===== src/rtl/edge_event_if.sv =====
// Bundles the channel inputs and status outputs of edge_event_unit.
// The master side drives inputs and clears. The slave side is the detector itself.
interface edge_event_if #(
   parameter int CH    = 4,
   parameter int CNT_W = 8
);
   logic [CH-1:0]       a;
   logic [2*CH-1:0]     mode;
   logic [CH-1:0]       pend_clr;
   logic [CH-1:0]       cnt_clr;
   logic [CH-1:0]       rise;
   logic [CH-1:0]       down;
   logic [CH-1:0]       level;
   logic [CH-1:0]       pend;
   logic [CH*CNT_W-1:0] cnt;
   logic                irq;

   modport master (
      output a, mode, pend_clr, cnt_clr,
      input  rise, down, level, pend, cnt, irq
   );

   modport slave (
      input  a, mode, pend_clr, cnt_clr,
      output rise, down, level, pend, cnt, irq
   );
endinterface


===== src/rtl/edge_event_unit.sv =====
// Multi-channel edge detector: synchroniser, glitch filter, edge pulses,
// sticky W1C pending flags, saturating event counters and an OR'd interrupt.
module edge_event_unit #(
   parameter int CH          = 4,
   parameter int SYNC_STAGES = 2,
   parameter int FILT_LEN    = 3,
   parameter int CNT_W       = 8
) (
   input logic         clk,
   input logic         rst_n,
   edge_event_if.slave bus
);
   localparam int                FCNT_W    = $clog2(FILT_LEN + 1);
   localparam logic [FCNT_W-1:0] FCNT_LAST = FCNT_W'(FILT_LEN - 1);
   localparam logic [CNT_W-1:0]  CNT_MAX   = {CNT_W{1'b1}};

   logic [SYNC_STAGES-1:0] sync_r [CH];
   logic [FCNT_W-1:0]      fcnt_r [CH];
   logic [CNT_W-1:0]       cnt_r  [CH];
   logic [CH-1:0]          level_r;
   logic [CH-1:0]          rise_r;
   logic [CH-1:0]          down_r;
   logic [CH-1:0]          pend_r;

   logic [FCNT_W-1:0]      fcnt_next_s [CH];
   logic [CNT_W-1:0]       cnt_next_s  [CH];
   logic [CH-1:0]          s_s;
   logic [CH-1:0]          next_level_s;
   logic [CH-1:0]          rise_next_s;
   logic [CH-1:0]          down_next_s;
   logic [CH-1:0]          ev_s;
   logic [CH*CNT_W-1:0]    cnt_flat_s;

   // Per-channel filter, edge detection, event select and counter next-state
   always_comb begin
      for (int i = 0; i < CH; i++) begin
         s_s[i]          = sync_r[i][SYNC_STAGES-1];
         next_level_s[i] = level_r[i];
         fcnt_next_s[i]  = '0;
         if (s_s[i] != level_r[i]) begin
            if (fcnt_r[i] == FCNT_LAST) begin
               next_level_s[i] = s_s[i];
               fcnt_next_s[i]  = '0;
            end else begin
               fcnt_next_s[i]  = fcnt_r[i] + FCNT_W'(1);
            end
         end else begin
            fcnt_next_s[i] = '0;
         end
         rise_next_s[i] = next_level_s[i] & ~level_r[i];
         down_next_s[i] = ~next_level_s[i] & level_r[i];
         ev_s[i] = (rise_next_s[i] & bus.mode[2*i]) | (down_next_s[i] & bus.mode[2*i+1]);
         // A clear coinciding with an event leaves the new event counted
         if (bus.cnt_clr[i]) begin
            cnt_next_s[i] = ev_s[i] ? CNT_W'(1) : '0;
         end else if (ev_s[i] && (cnt_r[i] != CNT_MAX)) begin
            cnt_next_s[i] = cnt_r[i] + CNT_W'(1);
         end else begin
            cnt_next_s[i] = cnt_r[i];
         end
      end
   end

   // Pack the per-channel counters onto the flat output bus
   always_comb begin
      cnt_flat_s = '0;
      for (int i = 0; i < CH; i++) begin
         cnt_flat_s[CNT_W*i +: CNT_W] = cnt_r[i];
      end
   end

   // All channel state; set wins over the same-cycle pend_clr
   always_ff @(posedge clk or negedge rst_n) begin
      if (!rst_n) begin
         for (int i = 0; i < CH; i++) begin
            sync_r[i] <= '0;
            fcnt_r[i] <= '0;
            cnt_r[i]  <= '0;
         end
         level_r <= '0;
         rise_r  <= '0;
         down_r  <= '0;
         pend_r  <= '0;
      end else begin
         for (int i = 0; i < CH; i++) begin
            sync_r[i] <= {sync_r[i][SYNC_STAGES-2:0], bus.a[i]};
            fcnt_r[i] <= fcnt_next_s[i];
            cnt_r[i]  <= cnt_next_s[i];
         end
         level_r <= next_level_s;
         rise_r  <= rise_next_s;
         down_r  <= down_next_s;
         pend_r  <= (pend_r & ~bus.pend_clr) | ev_s;
      end
   end

   assign bus.rise  = rise_r;
   assign bus.down  = down_r;
   assign bus.level = level_r;
   assign bus.pend  = pend_r;
   assign bus.cnt   = cnt_flat_s;
   assign bus.irq   = |pend_r;
endmodule


===== src/flat_wrapper.sv =====
// flat-port wrapper written by rule: the top's interface ports become plain ports
module edge_event_unit_flat 
#(
   parameter int CH          = 4,
   parameter int SYNC_STAGES = 2,
   parameter int FILT_LEN    = 3,
   parameter int CNT_W       = 8
)
  (clk, rst_n, bus_a, bus_mode, bus_pend_clr, bus_cnt_clr, bus_rise, bus_down, bus_level, bus_pend, bus_cnt, bus_irq);
  edge_event_if #(.CH(CH), .CNT_W(CNT_W)) bus_i ();
  input logic clk;
  input logic rst_n;
  input wire logic [$bits(bus_i.a)-1:0] bus_a;
  input wire logic [$bits(bus_i.mode)-1:0] bus_mode;
  input wire logic [$bits(bus_i.pend_clr)-1:0] bus_pend_clr;
  input wire logic [$bits(bus_i.cnt_clr)-1:0] bus_cnt_clr;
  output wire logic [$bits(bus_i.rise)-1:0] bus_rise;
  output wire logic [$bits(bus_i.down)-1:0] bus_down;
  output wire logic [$bits(bus_i.level)-1:0] bus_level;
  output wire logic [$bits(bus_i.pend)-1:0] bus_pend;
  output wire logic [$bits(bus_i.cnt)-1:0] bus_cnt;
  output wire logic [$bits(bus_i.irq)-1:0] bus_irq;
  assign bus_i.a = bus_a;
  assign bus_i.mode = bus_mode;
  assign bus_i.pend_clr = bus_pend_clr;
  assign bus_i.cnt_clr = bus_cnt_clr;
  assign bus_rise = bus_i.rise;
  assign bus_down = bus_i.down;
  assign bus_level = bus_i.level;
  assign bus_pend = bus_i.pend;
  assign bus_cnt = bus_i.cnt;
  assign bus_irq = bus_i.irq;
  edge_event_unit #(.CH(CH), .SYNC_STAGES(SYNC_STAGES), .FILT_LEN(FILT_LEN), .CNT_W(CNT_W)) u_core (.clk(clk), .rst_n(rst_n), .bus(bus_i));
endmodule

===== config.mk =====
export PLATFORM = sky130hd
export DESIGN_NAME = edge_event_unit_flat
export DESIGN_NICKNAME = d
export VERILOG_FILES = /design/src/rtl/edge_event_if.sv /design/src/rtl/edge_event_unit.sv /design/src/flat_wrapper.sv
export SDC_FILE = /design/constraint.sdc
export NUM_CORES = 1
export LEC_CHECK = 0
export CAP_MARGIN = 20
export CORE_AREA = 2 2 72 74
export CTS_BUF_LIST = sky130_fd_sc_hd__clkbuf_8
export DETAILED_ROUTE_END_ITERATION = 6
export DIE_AREA = 0 0 74 76
export DONT_BUFFER_PORTS = 1
export GPL_TIMING_DRIVEN = 0
export PLACE_DENSITY = 0.88
export SYNTH_ARGS = -nofsm -noshare
export SYNTH_HDL_FRONTEND = slang
export SYNTH_SLANG_ARGS = --single-unit

===== constraint.sdc =====
create_clock -name clk -period 1.95 [get_ports clk]
set_input_delay 0.4875 -clock clk [delete_from_list [all_inputs] [get_ports clk]]
set_output_delay 0.4875 -clock clk [all_outputs]
set_load 0.03 [all_outputs]

# Word level (Yosys, flattened, before mapping)
# Index checks and enable logic that the tools add are counted.
# totals
reg_bits	64
latchBits	0
ramBits	0
romBits	0
output_inout_bits	49
mem_count	0
# classes
add_sub_neg	8
n_mul	0
n_div	0
order_cmp	0
eq_ne	12
n_shift	0
n_mux	28
bitwise_logic	31
n_reduce_logical	9
# op_table
operator	count
$mux 8	8
$add 8x1->8 const B	4
$ne 8x8->1 const B	4
$and 1x1->1	16
$mux 2	8
$mux 1	12
$add 2x1->2 const B	4
$eq 2x2->1 const B	4
$not 1->1	8
$reduce_bool 2->1	4
$and 4x4->4	1
$logic_and 1x1->1	4
$ne 1x1->1	4
$not 4->4	1
$or 1x1->1	4
$or 4x4->4	1
$reduce_or 4->1	1

# Depth between registers and ports, before layout
# depth
depth_word	10
ltp_mapped	6
depth_no_buf	5

# Least setup slack after synthesis
# OpenSTA, ideal clock, no wires.
# synth_path
kind	reg2reg
from	reg u_core.cnt_r, in the netlist u_core.bus.cnt[24]
to	reg u_core.cnt_r, in the netlist u_core.bus.cnt[28]
setup_ns	0.078
arrival_time_ns	1.855
setup_slack_ns	0.017
stages_incl_launch_ff	7
period_less_slack_ns	1.933
path_cell_list	dfrtp_1 -> ha_1 -> and3_1 -> and3_1 -> buf_6 -> or4_1 -> a21oi_1
# synth_via
elab_chain_cells	3
word_cells_on_any_way	6
cone_classes	add/sub: 1; eq/ne: 1; mux: 2; reduce/logical: 2
# synth_lines
element	line	source
start: declaration	edge_event_unit.sv:19	logic [CNT_W-1:0] cnt_r [CH];
start signal: indexed assignment	edge_event_unit.sv:88	cnt_r[i] <= cnt_next_s[i];
$add 8x1->8 / $ne 8x8->1 (equally long branches)	edge_event_unit.sv:57, edge_event_unit.sv:56	
$mux 8 / $logic_and 1x1->1 (equally long branches)	edge_event_unit.sv:56	end else if (ev_s[i] && (cnt_r[i] != CNT_MAX)) begin
$mux 8 / $reduce_bool 2->1 (equally long branches)	n/a	
# Several ways; a longest one is shown, not always the timed one. The select of a mux whose other input is x is not followed.
# A chain may end at the register's enable or synchronous reset.

# Worst setup path after layout
# layout_path
from	reg u_core.pend_r[1], in the netlist u_core.bus.pend[1]
to	out bus_irq
# layout_via
elab_chain_cells	1
# layout_lines
element	line	source
start: declaration	edge_event_unit.sv:23	logic [CH-1:0] pend_r;
start signal: assignment	edge_event_unit.sv:93	pend_r <= (pend_r & ~bus.pend_clr) | ev_s;
$reduce_or 4->1	edge_event_unit.sv:102	assign bus.irq = |pend_r;
end: declaration	flat_wrapper.sv:22	output wire logic [$bits(bus_i.irq)-1:0] bus_irq;
# No other way between the ends.

==> metrics.md <==
| Metric | Value |
|---|---|
| Outcome | `finished with violations` |
| Failing checks | `negative hold slack` |
| Tightest Pin Transition | `0.519 ns` |
| Initial antenna violation count | `0` |
| Worst path top cell family by delay | `simple AND/OR/NAND/NOR gates` |
| Grt met1 use | `29.8%` |
| Syn Nets | `319` |
| Largest incremental delay on the critical path | `0.64 ns` |
| Die area | `5620 um2` |
| CP arrival | `1.45 ns` |
| Library cells used by synthesis | `39` |
| Dpl cells | `363` |
| Leakage | `1.35 nW` |
| Routed WL per cell | `16.2 um` |
| Slew headroom | `65.4%` |
| Fill cells | `376` |
| Gate Count Post-Synth | `293` |
| Fmax | `0.517 GHz` |
| VDD IR-drop max | `0.000927 V` |
| Largest net degree at the start of global routing | `65` |
| WP buf/inv | `0` |
| Area added between synthesis and finish | `9.95%` |
| Final Core Density | `67.6%` |
| Worst path cell trace | `or4_4` |
| CP Max Fanout | `3` |
| DR vias/cell | `6.21` |
| Most frequent cells in the layout | `55 x dfrtp_1, 24 x a21oi_1, 19 x nor2_1` |
| Flop and latch count out of synthesis | `64` |
| Global placer's final weighted congestion | `0.876` |
| Worst-path clk slew | `0.07 ns` |
| Dpl hpwl | `4.01 mm` |
| TNS Setup | `0 ns` |
| Ys Warns | `0` |
| Finished Layout Cells | `377` |
| Setup WS pre-CTS | `-0.108 ns` |
| Core area | `4910 um2` |
| Final #Nets | `330` |
| PD cells | `987 nW/um2` |
| Cts bufs inserted | `9` |
| First-pass GRT wire length | `9.87 mm` |
| I/O Buffers | `0` |
| Avg Synthesized Cell Area | `10.3 um2` |
| Fin. max-slew vios | `0` |
| Initial DRC Count | `136` |
| HP Class | `primary input to asynchronous set/reset pin` |
| Starting Density | `61.5%` |
| Setup-failing EPs final | `0` |
| Later-pin clock latency in the skew report | `0.33 ns` |
| Vias in the first global route | `2179` |
| Worst Path Class, Setup | `register to output port` |
| Largest area contributor in the netlist | `dfrtp_1` |
| Commonest non-fill, non-tap cell in the layout | `dfrtp_1` |
| Share of the synthesized area in the top cell type | `53.0%` |
| Max-cap violation count | `0` |
| CTS tree | `done` |
| Clk sinks | `64` |
| Antenna-violating nets left | `0` |
| Final setup margin | `0.0168 ns` |
| Crit start category | `register` |
| Die Wd | `74 um` |
| DIE HEIGHT | `76 um` |
| Root Buffer | `clkbuf_8` |
| Critical-path top delay cell | `or4_4` |
| Ant. Diodes | `0` |
| GR Util met3 | `5.56%` |
| Clock buffer depth | `2` |
| IO Pins | `71` |
| Cell area after synthesis | `3020 um2` |
| Standard-cell rows | `26` |
| Total Routing Usage GR | `22.5%` |
| Gr busiest metal | `met2` |
| Layout Skew | `0.00825 ns` |
| Final hold vios | `64` |
| RSZ-0062 raised after global routing | `yes` |
| M2 GR Usage | `34.6%` |
| Via count | `2342` |
| Layout cell share with drive strength beyond 1 | `12.7%` |
| Worst EP required | `1.46 ns` |
| Finished Cell Area | `3320 um2` |
| Fin crit period | `1.93 ns` |
| Post-DP Area | `3110 um2` |
| Top cells by area, synth | `dfrtp_1 53%, a21oi_1 4.1%, nand2b_1 3.7%` |
| Part of the Yosys area used for sequential elements | `53.0%` |
| Drt drc | `0` |
| Fin crit share | `99.1%` |
| # H-tree levels | `3` |
| Crit. End Element | `output port` |
| WHS | `-0.154 ns` |
| Total power | `3.28 mW` |
| Router iterations before antenna repair | `4` |
| Routed wire length | `6.11 mm` |
| GRT overflow | `0` |
## kinds of logic (layout without fill, tap and decap cells)
group / Yosys count / count (layout) / synth area share (%)
muxes: 11 / 11 / 3.94
and+or+nand+nor: 122 / 122 / 23.2
AOI/OAI and AO/OA: 67 / 67 / 14.3
DFF: 64 / 64 / 53.0
buffers and inverters: 25 / 39 / 3.90
adders and majority gates: 4 / 4 / 1.66
## layer usage
layer | up-vias | wire (um) | part of all wire (%)
met5 | - | 0 | 0
met4 | 0 | 100 | 1.6
met3 | 8 | 391 | 6.4
met2 | 107 | 2940 | 48
met1 | 1120 | 2680 | 44
li1 | 1107 | - | -
## where the power goes
| part | switching, mW | internal, mW |
|---|---|---|
| Sequential | 0.355 | 1.49 |
| Clock | 0.459 | 0.543 |
| Combinational | 0.223 | 0.204 |
## worst reg2reg max path, stage by stage, from the launching register on
cell and delay, ns:
dfrtp_2 0.51, ha_4 0.21, and3_1 0.16, and3_1 0.18
buf_6 0.13, or4_4 0.48, a21oi_2 0.15
## what timing repair did
| item | CTS | global route |
|---|---|---|
| setup endpoints to repair | 5 | 8 |
| gates resized for setup | 9 | 6 |
| buffers inserted | 0 | 1 |
| pin swaps | 0 | 1 |
| endpoints found under the hold margin | 64 | 64 |
## flip-flops by register name, indices dropped and copies added (netlist names)
signal,flops
u_core.bus.level,4
u_core.bus.pend,4
u_core.bus.cnt,32
u_core.fcnt_r,8
u_core.bus.rise,4
u_core.bus.down,4
u_core.sync_r,4
u_core.s_s,4
## final cells by class
cell class | instances | area, um2 | area share [%]
Clock inverter | 2 | 7.51 | 0.226
Timing Repair Buffer | 1 | 7.51 | 0.226
Clock buffer | 12 | 165 | 4.98
Sequential cell | 64 | 1610 | 48.6
Multi-Input combinational cell | 204 | 1330 | 39.9
Buffer | 9 | 57.6 | 1.73
Tap cell | 70 | 87.6 | 2.64
Inverter | 15 | 56.3 | 1.70
## final timing paths
kind	to	slack, ns	cells after the start	startpoint
worst max-delay path	bus_irq	0.02	1	u_core.bus.pend[1]
max in group asynchronous	u_core.bus.cnt[17]	1.99	0	rst_n
min in group clk	u_core.sync_r[6]	0.18	0	bus_a[0]
worst min-delay path	u_core.bus.cnt[26]	-0.15	0	rst_n
worst max register to register	u_core.bus.cnt[28]	0.05	6	u_core.bus.cnt[25]
worst min register to register	u_core.s_s[1]	0.35	0	u_core.sync_r[4]
## cells in the mapped netlist (all sizes together)
cell / count
nor2: 19
clkbuf: 4
nor4b: 1
nand3b: 8
nor3b: 1
a21o: 4
o21bai: 2
dfrtp: 64
buf: 6
nand2: 11
mux2i: 4
a211oi: 10
o311ai: 3
and4: 2
or2b: 2
and3: 7
nand2b: 20
nand3: 15
ha: 4
a41oi: 2
nor4: 1
nand4: 8
or4: 9
a2111oi: 1
nand4b: 1
a311oi: 3
a31oi: 1
nor2b: 5
and2: 1
o21ai: 8
o31ai: 8
nor3: 7
a21oi: 25
or3: 4
inv: 15
mux2: 7
(Power assumes the default switching activity.)
